==> src/rtl/spi_flash_cmd_parser.sv <==
// SPI flash command parser: turns synchronized SPI byte events into
// opcode, read-request and program-byte pulses in the clk domain.
module spi_flash_cmd_parser #(
    parameter int ADDR_BITS   = 24,
    parameter int SYNC_STAGES = 2
) (
    input  logic                 clk,
    input  logic                 reset,
    input  logic                 spi_cs,
    input  logic                 spi_rx_strobe,
    input  logic                 spi_rx_cmd,
    input  logic [7:0]           spi_rx_data,
    output logic                 cmd_strobe,
    output logic [7:0]           cmd,
    output logic                 rd_req,
    output logic [ADDR_BITS-1:0] rd_addr,
    output logic                 wr_strobe,
    output logic [ADDR_BITS-1:0] wr_addr,
    output logic [7:0]           wr_data,
    output logic                 unknown_cmd,
    output logic                 busy
);

    typedef enum logic [2:0] {
        IDLE, ADDR0, ADDR1, ADDR2, DUMMY, READ, PROG, IGNORE
    } state_t;

    localparam logic [ADDR_BITS-1:0] ONE = 1;

    state_t state;

    // bit SYNC_STAGES is one extra delay flop used for edge detection
    logic [SYNC_STAGES:0] cs_sr;
    logic [SYNC_STAGES:0] stb_sr;
    logic [SYNC_STAGES:0] cmd_sr;

    logic cs_rise;
    logic stb_edge;
    logic cmd_edge;
    logic cmd_edge_d;

    logic [7:0]  byte_q;
    logic        byte_evt;
    logic        byte_op;
    logic [23:0] addr_q;
    logic [23:0] addr_full;

    assign cs_rise  = cs_sr[SYNC_STAGES-1] & ~cs_sr[SYNC_STAGES];
    assign stb_edge = stb_sr[SYNC_STAGES-1] ^ stb_sr[SYNC_STAGES];
    assign cmd_edge = cmd_sr[SYNC_STAGES-1] ^ cmd_sr[SYNC_STAGES];

    assign addr_full = {addr_q[23:8], byte_q};
    assign busy      = (state != IDLE);

    // synchronizers; reset preloads current levels so no false edge
    always_ff @(posedge clk) begin
        if (reset) begin
            cs_sr  <= {(SYNC_STAGES+1){spi_cs}};
            stb_sr <= {(SYNC_STAGES+1){spi_rx_strobe}};
            cmd_sr <= {(SYNC_STAGES+1){spi_rx_cmd}};
        end else begin
            cs_sr  <= {cs_sr[SYNC_STAGES-1:0], spi_cs};
            stb_sr <= {stb_sr[SYNC_STAGES-1:0], spi_rx_strobe};
            cmd_sr <= {cmd_sr[SYNC_STAGES-1:0], spi_rx_cmd};
        end
    end

    // capture byte on strobe edge and class it as opcode or payload
    always_ff @(posedge clk) begin
        if (reset) begin
            byte_q     <= 8'h00;
            byte_evt   <= 1'b0;
            byte_op    <= 1'b0;
            cmd_edge_d <= 1'b0;
        end else begin
            byte_evt   <= stb_edge;
            cmd_edge_d <= cmd_edge;
            if (stb_edge) begin
                byte_q  <= spi_rx_data;
                byte_op <= cmd_edge | cmd_edge_d;
            end
        end
    end

    // command FSM with registered pulse and qualifier outputs
    always_ff @(posedge clk) begin
        if (reset) begin
            state       <= IDLE;
            cmd_strobe  <= 1'b0;
            cmd         <= 8'h00;
            rd_req      <= 1'b0;
            rd_addr     <= '0;
            wr_strobe   <= 1'b0;
            wr_addr     <= '0;
            wr_data     <= 8'h00;
            unknown_cmd <= 1'b0;
            addr_q      <= 24'h0;
        end else begin
            cmd_strobe  <= 1'b0;
            rd_req      <= 1'b0;
            wr_strobe   <= 1'b0;
            unknown_cmd <= 1'b0;
            if (cs_rise) begin
                state <= IDLE;
            end else if (byte_evt) begin
                if (byte_op) begin
                    cmd_strobe <= 1'b1;
                    cmd        <= byte_q;
                    unique case (byte_q)
                        8'h03, 8'h0B, 8'h02: state <= ADDR0;
                        8'h9F, 8'h05:        state <= IGNORE;
                        default: begin
                            state       <= IGNORE;
                            unknown_cmd <= 1'b1;
                        end
                    endcase
                end else begin
                    unique case (state)
                        ADDR0: begin
                            addr_q[23:16] <= byte_q;
                            state         <= ADDR1;
                        end
                        ADDR1: begin
                            addr_q[15:8] <= byte_q;
                            state        <= ADDR2;
                        end
                        ADDR2: begin
                            addr_q[7:0] <= byte_q;
                            unique case (cmd)
                                8'h03: begin
                                    state   <= READ;
                                    rd_req  <= 1'b1;
                                    rd_addr <= addr_full[ADDR_BITS-1:0];
                                end
                                8'h0B:   state <= DUMMY;
                                default: state <= PROG;
                            endcase
                        end
                        DUMMY: begin
                            state   <= READ;
                            rd_req  <= 1'b1;
                            rd_addr <= addr_q[ADDR_BITS-1:0];
                        end
                        READ: begin
                            rd_req  <= 1'b1;
                            rd_addr <= rd_addr + ONE;
                        end
                        PROG: begin
                            wr_strobe   <= 1'b1;
                            wr_data     <= byte_q;
                            wr_addr     <= addr_q[ADDR_BITS-1:0];
                            addr_q[7:0] <= addr_q[7:0] + 8'd1;
                        end
                        default: ;
                    endcase
                end
            end
        end
    end

endmodule

==> config.mk <==
export PLATFORM = sky130hd
export DESIGN_NAME = spi_flash_cmd_parser
export DESIGN_NICKNAME = d
export VERILOG_FILES = /design/src/rtl/spi_flash_cmd_parser.sv
export SDC_FILE = /design/constraint.sdc
export NUM_CORES = 1
export LEC_CHECK = 0
export CORE_AREA = 2 2 86 109
export CTS_BUF_LIST = sky130_fd_sc_hd__clkbuf_8
export DETAILED_ROUTE_END_ITERATION = 6
export DIE_AREA = 0 0 88 111
export PLACE_DENSITY_LB_ADDON = 0.2
export SLEW_MARGIN = 5
export SYNTH_ARGS = -nofsm -noshare
export SYNTH_HDL_FRONTEND = slang
export SYNTH_SLANG_ARGS = --single-unit
==> constraint.sdc <==
create_clock -name clk -period 3.25 [get_ports clk]
set_input_delay 0.65 -clock clk [delete_from_list [all_inputs] [get_ports clk]]
set_output_delay 0.65 -clock clk [all_outputs]
set_load 0.01 [all_outputs]
Yosys cells after proc, flatten, opt, wreduce, memory -nomap -nowiden. Index checks and enable logic that the tools add are counted.

Latch bits: 0. Flip-flop bits (word level): 115. Output and inout port bits: 69. Memory bits (writable): 0. Memories: 0. Memory bits (read-only): 0.

Equality and inequality tests: 14. Reductions and logical operators: 18. Divide/modulo/power cells: 0. Shift-type cells: 0. Magnitude comparators: 0. Muxes and demuxes: 15. Add/subtract/negate cells: 2. Bitwise logic cells: 8. Multipliers: 0.

Operators with widths (number): $pmux 24 s3 (1); $add 24x1->24 const B (1); $eq 8x2->1 const B (3); $mux 24 (1); $eq 8x4->1 const B (2); $pmux 8 s2 (1); $reduce_and 4->1 (4); $mux 3 (5); $pmux 3 s4 (1); $eq 3x3->1 const B (3); $add 8x1->8 const B (1); $eq 8x3->1 const B (1); $eq 8x8->1 const B (1); $reduce_or 4->1 (2); $eq 3x2->1 const B (2); $reduce_bool 3->1 (2); $reduce_or 3->1 (2); $reduce_and 5->1 (1); $reduce_bool 5->1 (1); $reduce_or 5->1 (1); $mux 1 (4); $not 1->1 (4); $pmux 2 s2 (1); $reduce_or 2->1 (2); 9 further kinds (10).

Depth between registers and ports, before layout.
Depth in word-level cells: 4. Mapped depth: 8.

Least setup slack after synthesis. OpenSTA, ideal clock, no wires.

Path type: register to register. Start point: reg rd_addr[3]. End point: reg rd_addr[23]. Setup slack: 1006 ps. Data required time: 3147 ps. Period minus slack after synthesis: 2244 ps. Stages on the path, launching flop included: 8. Arrival time: 2141 ps. Buffers on the path: 2. Cells stage by stage: dfxtp_1 -> buf_2 -> nand4_2 -> or4_1 -> buf_2 -> or3_1 -> nor3b_1 -> a2111oi_2.

Cells in the longest elaborated chain, start to end: 2.

Ends and longest elaborated chain: start: declaration (line 16) `output logic [ADDR_BITS-1:0] rd_addr,`; start signal: assignment (line 133) `rd_addr <= addr_full[ADDR_BITS-1:0];`; start signal: assignment (line 142) `rd_addr <= addr_q[ADDR_BITS-1:0];`; start signal: assignment (line 146) `rd_addr <= rd_addr + ONE;`; $add 24x1->24 (line 146); $pmux 24 s3 (line 118) `unique case (state)`.

Every way passes these cells. A chain may end at the register's enable or synchronous reset.

Final worst setup path.
Start point: reg state[2]. End point: reg rd_addr[11].

Cells in the longest elaborated chain, start to end: 3. Elaborated cells on any way between the ends: 7. Classes of those cells: 4 x eq/ne; 1 x mux; 2 x reduce/logical.

Ends and longest elaborated chain: start: declaration (line 30) `state_t state;`; start signal: assignment (line 88) `state <= IDLE;`; start signal: assignment (line 104) `state <= IDLE;`; start signal: assignment (line 110) `8'h03, 8'h0B, 8'h02: state <= ADDR0;`; $eq 3x2->1 / $eq 3x3->1 (equally long branches) (line 118); $ne 2x2->1 (no line) / $reduce_bool 3->1 (equally long branches); $reduce_and 5->1 (no line).

Parallel ways exist; a longest one is shown, timed or not.

==> run summary <==
CTS tree - yes
io pins - 82
max-slew violations - 0
Crit. End Element - flip-flop
Cell Area, Synth - 5030 µm²
largest net degree at the start of global routing - 89
n_diodes - 0
Hold Vio Cnt, Final - 0
R2R depth - 5
Leak - 2.21 nW
Worst-Skew Late Latency - 0.44 ns
DIE AREA - 9770 µm²
RD Place Congestion - 0.884
Min-Delay Path Class - flip-flop to flip-flop
setup bufs post-CTS - 0
Initial Utilization - 0.569
die extent in x - 88 µm
Post-synth EDFFs - 0
total clock sinks - 115
clock skew - 0.0126 ns
Hold-fix buffers, CTS - 0
outcome - complete, but fails checks
Total Wirelength - 13.3 mm
CP startpoint kind - flip-flop
ys flop type - dfxtp_1
Tot GR Track Use - 0.284
CTS max path bufs - 2
critical path arrival - 2.98 ns
Worst-path clk slew - 0.07 ns
Seq/Total Area, Yosys - 0.458
Synth cell types - 55
Syn Area/Cell - 7.93 µm²
DRC - 12
Num CTS Buffers - 17
P&R area growth vs syn - 24.3%
vias in the first global route - 4536
failing checks - design-rule violations
Syn. warnings - 0
Antenna Nets Post-Route - 0
Reg2Reg Setup Slack - 0.56 ns
reg2reg start - state[2]
vias per inst - 5.80
Slew Limit Headroom - 0.268
Setup TNS - 0 ns
core footprint - 8830 µm²
Power Density - 459 nW/µm²
Worst VDD drop - 0.342 mV
First DRT Iteration DRCs - 317
mean routed wirelength per cell - 16.0 µm
total number of vias - 4815
htree depth - 4
fmax - 372 MHz
HPWL reported at the end of detailed placement - 9.07 mm
fraction of registers with async set/reset - 0
# rows - 39
first-pass GRT wire length - 21.6 mm
#FFs+latches synth - 115
measured slew at the worst slew-check pin - 1.10 ns
FILL cells - 707
layout cells sized above 1 - 0.0665
slowest CP cell - or4bb_1
CP Class - flip-flop to flip-flop
max cap viols - 0
Hold Crit Start - cmd_sr[0]
Yosys top cell by area - dfxtp_1
top cells by area, synth - dfxtp_1 46%, nand2_1 9.6%, a21oi_1 8.1%, mux2i_1 3.6%, clkbuf_1 3.5%
Die H - 111 µm
proportion of netlist area held by the largest area contributor - 0.458
fin crit period - 2.69 ns
Root Buffer - clkbuf_8
crit-path max cell delay - 0.56 ns
nets - 709
syn_nets - 649
RSZ-0062 raised after global routing - no
final hold slack - 0.451 ns
Setup violations, final - 0
initial antenna violation count - 0
grt total ovfl - 0
Post-Layout Cell Count - 830
Hold Path Sink - cmd_sr[1]
fin crit share - 0.828
Worst R2R End - rd_addr[11]
CP startpoint - state[2]
Cell Chain, Critical Path - or4bb_1, nor4_1, o21a_1, nor2_1, a2111oi_0
Worst Path Max Fanout - 14
Worst EP required - 3.53 ns
First-pass DRT Iterations - 7
Resized cells post-CTS - 0
Post-Syn Instances - 634
WHS Path Cells - 2
port buffer count - 81
dpl cells - 798
## synthesized netlist by cell type (3+ instances only)
master    number
nor4_1         8
or3_1          4
a31oi_1        3
a211oi_1      14
o22ai_1        5
buf_2          4
or4_1          6
o21ai_0       29
nor2b_1        5
xnor2_1        4
a21oi_1       81
nand2_1      129
nand4_1        8
o32ai_1        4
mux2i_1       18
nand3b_1       5
nand2b_1      10
a21o_1         3
o31ai_1        5
and3_1         6
a311oi_1       4
dfxtp_1      115
inv_1          8
nor2_1        45
nand3_1       15
and2_1         4
nor3_1        12
clkbuf_1      47
## per-stage QoR
stage / worst slack, ns / utilization / power (mW) / area (µm²)
after CTS: 0.543 / 0.707 / 2.88 / 6250
final: 0.558 / 0.707 / 2.87 / 6250
after floorplan: 1.01 / - / 1.63 / 5030
after detailed placement: 0.602 / 0.667 / 1.70 / 5890
after global routing: 0.301 / 0.707 / 2.97 / 6250
after global placement: 0.765 / 0.667 / 1.70 / 5890
## cell usage in the layout, fill, tap and decap left out, drive strengths merged, types with 5 or more instances in the layout
master         netlist  routed
a211oi              14      14
a21oi               81      81
and3                 6       6
buf                  7      15
clkbuf              47      19
clkdlybuf4s50        0      80
dfxtp              115     115
inv                  8      13
mux2i               18      18
nand2              129     129
nand2b              10      10
nand3               15      15
nand3b               5       5
nand4                9       9
nor2                45      45
nor2b                5       5
nor3                12      12
nor4                 8       8
o21ai               29      29
o22ai                5       5
o31ai                5       5
or4                  6       6
## registers in the layout, summed over array words and instances, names as in the netlist, 3 cells and up
register	cells
wr_data	8
addr_q	24
cmd	8
wr_addr	24
stb_sr	3
cs_sr	3
cmd_sr	3
byte_q	8
state	3
rd_addr	24
## cell families (layout without fill, tap and decap cells)
kind of cell               count (synthesis)  count (layout)  synth area share
xor gates and xnor gates                   6               6            0.0105
muxes                                     19              19            0.0381
and+or+nand+nor                          266             266             0.245
buffers and inverters                     62             135            0.0480
DFF                                      115             115             0.458
adders and majority gates                  2               2           0.00498
AOI/OAI and AO/OA                        164             164             0.195
## layer usage
metal,vias to the layer above,part of all wire,track usage
li1,2343,-,-
met4,0,0.034,0.143
met1,2279,0.41,0.341
met2,161,0.50,0.468
met5,-,0,0
met3,32,0.054,0.0648
## power breakdown
group	total [mW]	switching, mW	leakage (nW)	internal [mW]
clock network	1.20	0.570	0.190	0.626
logic	0.178	0.101	1.09	0.0767
registers	1.50	0.0550	0.932	1.44
## how the worst max path moves through the flow
stage | to | slack, ns | cells after the start
2_1_floorplan | rd_addr[23] | 1.01 | 7
4_1_cts | rd_addr[11] | 0.54 | 5
5_1_grt | rd_addr[11] | 0.30 | 5
6_report | rd_addr[11] | 0.56 | 5
3_5_place_dp | rd_addr[11] | 0.60 | 5
3_3_place_gp | rd_addr[20] | 0.76 | 6
## critical path: cells and delay by family, from the launching register on
| family | cells | cell delay, ns |
|---|---|---|
| AND/OR/NAND/NOR | 3 | 1.10 |
| AO/OA/AOI/OAI | 2 | 1.03 |
| flip-flops | 1 | 0.41 |
## area by class of cell
cell class,instances,area [µm²],area share
flip-flops and latches,115,2300,0.369
multi-input cells,457,2490,0.398
repair buffers,95,913,0.146
well taps,123,154,0.0246
clock inverters,13,97.6,0.0156
inverters,8,30.0,0.00481
clock buffers,19,262,0.0419
Note: power is estimated with default switching activity, not from simulation.
